**config.mk**
```make
export PLATFORM = sky130hd
export DESIGN_NAME = wb_regfile
export DESIGN_NICKNAME = d
export VERILOG_FILES = /design/src/rtl/wb_regfile.sv
export SDC_FILE = /design/constraint.sdc
export NUM_CORES = 2
export LEC_CHECK = 0
export BUFFER_PORTS_ARGS = -buffer_cell sky130_fd_sc_hd__buf_2
export CAP_MARGIN = 20
export CORE_MARGIN = 2
export CORE_UTILIZATION = 55
export CTS_BUF_LIST = sky130_fd_sc_hd__clkbuf_8
export DETAILED_ROUTE_END_ITERATION = 16
export HOLD_SLACK_MARGIN = 0.02
export PLACE_DENSITY = 0.76
export SLEW_MARGIN = 5
export SYNTH_ARGS = -nofsm -noshare
export SYNTH_HDL_FRONTEND = slang
export SYNTH_SLANG_ARGS = --single-unit
```
**constraint.sdc**
```tcl
create_clock -name CLK -period 2.45 [get_ports CLK]
set_input_delay 0.245 -clock CLK [delete_from_list [all_inputs] [get_ports CLK]]
set_output_delay 0.245 -clock CLK [all_outputs]
set_load 0.01 [all_outputs]
```
**src/rtl/wb_regfile.sv**
```systemverilog
// MEM/WB consumer: write-back select, load extension, 32x32 register file with
// write-through bypass to the readers, and a retired-instruction counter.
module wb_regfile #(
    parameter int unsigned RET_W    = 32,
    parameter logic [31:0] LINK_OFS = 32'd4
) (
    input  logic             CLK,
    input  logic             reset,
    input  logic [31:0]      IR,
    input  logic [4:0]       A3,
    input  logic [31:0]      AO,
    input  logic [31:0]      DR,
    input  logic [31:0]      PCp4,
    input  logic             RegWrite,
    input  logic             MemtoReg,
    input  logic [1:0]       Link,
    input  logic             AWAY,
    input  logic [4:0]       RA1,
    input  logic [4:0]       RA2,
    output logic [31:0]      RD1,
    output logic [31:0]      RD2,
    output logic             WB_WE,
    output logic [31:0]      WB_WD,
    output logic [RET_W-1:0] RETIRED
);

    localparam logic [5:0] OpLb  = 6'h20;
    localparam logic [5:0] OpLh  = 6'h21;
    localparam logic [5:0] OpLw  = 6'h23;
    localparam logic [5:0] OpLbu = 6'h24;
    localparam logic [5:0] OpLhu = 6'h25;

    logic [31:0]      regs_q [32];
    logic [RET_W-1:0] ret_q;
    logic [5:0]       opcode;
    logic [7:0]       ld_byte;
    logic [15:0]      ld_half;
    logic [31:0]      ld_data;
    logic             unused_ir;

    assign opcode    = IR[31:26];
    assign unused_ir = ^IR[25:0];

    // Pick the addressed byte and halfword lanes (little-endian).
    always_comb begin
        ld_byte = DR[7:0];
        case (AO[1:0])
            2'd0:    ld_byte = DR[7:0];
            2'd1:    ld_byte = DR[15:8];
            2'd2:    ld_byte = DR[23:16];
            default: ld_byte = DR[31:24];
        endcase
        ld_half = AO[1] ? DR[31:16] : DR[15:0];
    end

    // Extend load data according to the load opcode; unknown opcodes pass DR through.
    always_comb begin
        ld_data = DR;
        case (opcode)
            OpLw:    ld_data = DR;
            OpLb:    ld_data = {{24{ld_byte[7]}}, ld_byte};
            OpLbu:   ld_data = {24'd0, ld_byte};
            OpLh:    ld_data = {{16{ld_half[15]}}, ld_half};
            OpLhu:   ld_data = {16'd0, ld_half};
            default: ld_data = DR;
        endcase
    end

    // Write-back select: link beats load beats ALU; Link=11 is treated as no link.
    always_comb begin
        WB_WD = AO;
        if (Link == 2'b01 || Link == 2'b10) begin
            WB_WD = PCp4 + LINK_OFS;
        end else if (MemtoReg) begin
            WB_WD = ld_data;
        end
    end

    // Cancelled instructions and writes to r0 have no effect.
    assign WB_WE = RegWrite & ~AWAY & (A3 != 5'd0);

    // Register file; r0 is never written because WB_WE excludes A3 == 0.
    always_ff @(posedge CLK or negedge reset) begin
        if (!reset) begin
            for (int i = 0; i < 32; i++) begin
                regs_q[i] <= '0;
            end
        end else if (WB_WE) begin
            regs_q[A3] <= WB_WD;
        end
    end

    // Read port 1 with same-cycle bypass of the write-back value.
    always_comb begin
        if (RA1 == 5'd0) begin
            RD1 = '0;
        end else if (WB_WE && RA1 == A3) begin
            RD1 = WB_WD;
        end else begin
            RD1 = regs_q[RA1];
        end
    end

    // Read port 2 with same-cycle bypass of the write-back value.
    always_comb begin
        if (RA2 == 5'd0) begin
            RD2 = '0;
        end else if (WB_WE && RA2 == A3) begin
            RD2 = WB_WD;
        end else begin
            RD2 = regs_q[RA2];
        end
    end

    // Count every non-bubble, non-cancelled instruction; wraps silently.
    always_ff @(posedge CLK or negedge reset) begin
        if (!reset) begin
            ret_q <= '0;
        end else if (IR != 32'd0 && !AWAY) begin
            ret_q <= ret_q + RET_W'(1);
        end
    end

    assign RETIRED = ret_q;

endmodule

```
==> impl_metrics.ini <==
[hold_path]
hold_path_class = input port to register

[synthesis]
ys_seq_elements = 1056
syn_nets = 5441
synthCells = 5289
avgSynthCellArea_um2 = 10.7
yosysTopAreaCell = dfrtp_1
synth_area_leaders = dfrtp_1 (47%), mux4_2 (19%), o21ai_0 (8.9%), nand2_1 (7.8%), mux2i_1 (4.0%)
synth_flop_cell = dfrtp_1
ys_async_sr_fraction = 1.00
synth_edf_count = 0
ys_seq_area_frac = 0.466
synth_top_area_frac = 0.466
yosys.cell_types.count = 73
yosysWarnings = 0
syn_area_mm2 = 0.0567

[setup_path]
path_class = register to primary output
worstPathRequired_ns = 2.20
critPathArrivalTime_ns = 3.04
cp_max_fo = 3
crit_path_end_kind = primary output
startpoint_type = register

[routing]
dr.pass1.iters = 6
ant_nets = 0
wire_per_inst_um = 28.3
wl_um = 211000
vias_per_cell = 6.76
initialDrtViolationCount = 6672
via_count = 50400
drcViolationCount = 0

[status]
failed_checks = setup timing
status = finished with violations

[global_routing]
grt_use_total = 0.395
grt_max_degree = 95
antenna_found_initial = 7
grt_pass1_vias = 51400
grt_pass1_wl_um = 313000
grt_overflow = 0

[cells_and_area]
finalNetCount = 6103
final_cell_mix = nand2_1 (1145), dfrtp_1 (1056), o21ai_0 (981)
syn2layout_area_growth_pct = 24.6
mostFrequentLayoutCell = nand2_1
final_cells = 7452
nFillCells = 6925
drive_above_1_share = 0.348

[floorplan]
coreArea_mm2 = 0.102
die-area_mm2 = 0.106
start_util = 0.556
ios = 279
die_x_um = 325
rows = 117
fp.dieH_um = 325

[job]
maxCapViolations = 0

[timing]
fin_skew_ns = 0.00580
setup_viol = 76
final_hold_viol_count = 0
relSlewSlack = 0.237
post-route-period-util = 1.34
whs_ns = 0.0614
tightest_slew_ns = 1.14
clock.fmax_ghz = 0.305
period_minus_slack_ns = 3.28
slew_viol_final = 0
worst_slack_ns = -0.831
rsz0062_at_grt = true

[placement]
dpl.hpwl_um = 135000
routabilityCongestion = 0.961
port_buffers = 278
dp.cells = 7047

[cts]
cts_root_buf = clkbuf_8
cts_tree = yes
cts_made_buffers = 167
cts_sinks = 1056
h-tree-depth = 4
clk_path_buf_depth = 3
clock_latency_ns = 0.89
clk_pin_slew_worst_paths_ns = 0.06

[power]
powerDensity_mw_per_mm2 = 708
peakVddDrop_uv = 542
p_leak_nw = 31.7
## power breakdown
| group | total, mW | internal (mW) | switching, mW | leakage, nW |
|---|---|---|---|---|
| Sequential | 22.2 | 20.1 | 2.11 | 14.1 |
| Combinational | 12.3 | 6.01 | 6.28 | 15.7 |
| Clock | 15.6 | 8.02 | 7.54 | 1.96 |
| Total | 50.0 | 34.1 | 15.9 | 31.7 |
## layout make-up
type	instances	area [um^2]	share of cell area
repair buffers	1036	9340	0.132
clock buffers	211	2900	0.0411
multi-input cells	3637	29500	0.418
diodes	6	15.0	0.000212
well taps	1368	1710	0.0242
clock inverters	85	505	0.00715
inverters	53	225	0.00319
flip-flops and latches	1056	26400	0.374
## cells in the mapped netlist (45+ instances only)
cell type  number
nand2_1      1186
dfrtp_1      1056
o21ai_0      1014
mux4_2        479
clkbuf_1      385
mux2i_1       224
buf_2          83
a21oi_1        81
a211oi_1       72
nor2_1         65
inv_1          52
a22oi_1        46
nand3_1        45
## through the flow
step           instance area [um^2]  TNS, ns  utilization  setup slack (ns)  power (mW)
4_1_cts                       69700   -34.65        0.683            -0.864        49.2
2_1_floorplan                 56700        0            -            0.0149        28.4
3_5_place_dp                  64300  -121.60        0.630             -1.04        33.1
6_report                      70700   -35.82        0.693            -0.831        50.0
5_1_grt                       70700   -38.61        0.693            -0.834        51.9
3_3_place_gp                  64300  -105.57        0.630             -1.01        32.5
## critical path, stage by stage, from the launching register on
cell,delay (ns)
dfrtp_1,0.40
mux4_2,0.48
mux4_2,0.50
nor2_4,0.13
o211ai_1,0.13
buf_4,0.20
o2111a_1,0.15
buf_2,0.15
## sequential cells by signal, indices dropped and copies added, names as in the netlist
name	flops
regs_q	1024
RETIRED	32
## path summary, 6_finish.rpt
kind	from	to	slack, ns	cells past startpoint
max	regs_q[622]	RD1[14]	-0.83	7
min	AO[29]	regs_q[189]	0.06	4
max reg2reg	RETIRED[9]	RETIRED[25]	0.15	6
min reg2reg	regs_q[997]	regs_q[997]	0.40	0
max in group asynchronous	reset	regs_q[250]	1.55	4
min in group asynchronous	reset	regs_q[946]	0.25	3
## what timing repair did
action | in CTS | in global routing
pin swaps | 144 | 69
endpoints found under the hold margin | 957 | 0
setup endpoints to repair | 87 | 103
buffers inserted | 84 | 40
gates resized for setup | 323 | 159
hold buffers | 7 | 0
cloned | 1 | 1
## cell families (layout without fill, tap and decap cells)
logic type	count (synthesis)	after routing	synth area share
AND/OR/NAND/NOR	1439	1439	0.103
AO/OA/AOI/OAI	1418	1418	0.143
flip-flops	1056	1056	0.466
multiplexers	710	710	0.231
buffers and inverters	596	1385	0.0460
XOR/XNOR	68	68	0.0105
adder cells (fa/ha/maj)	2	2	0.000441
other	0	6	0
## layer usage
| layer | up-vias | track usage | wire length (um) |
|---|---|---|---|
| li1 | 20500 | - | - |
| met1 | 24700 | 0.487 | 72700 |
| met2 | 3987 | 0.580 | 92700 |
| met3 | 1086 | 0.141 | 28300 |
| met4 | 10 | 0.278 | 16800 |
| met5 | - | 0.00725 | 148 |
Note: power is estimated with default switching activity, not from simulation.
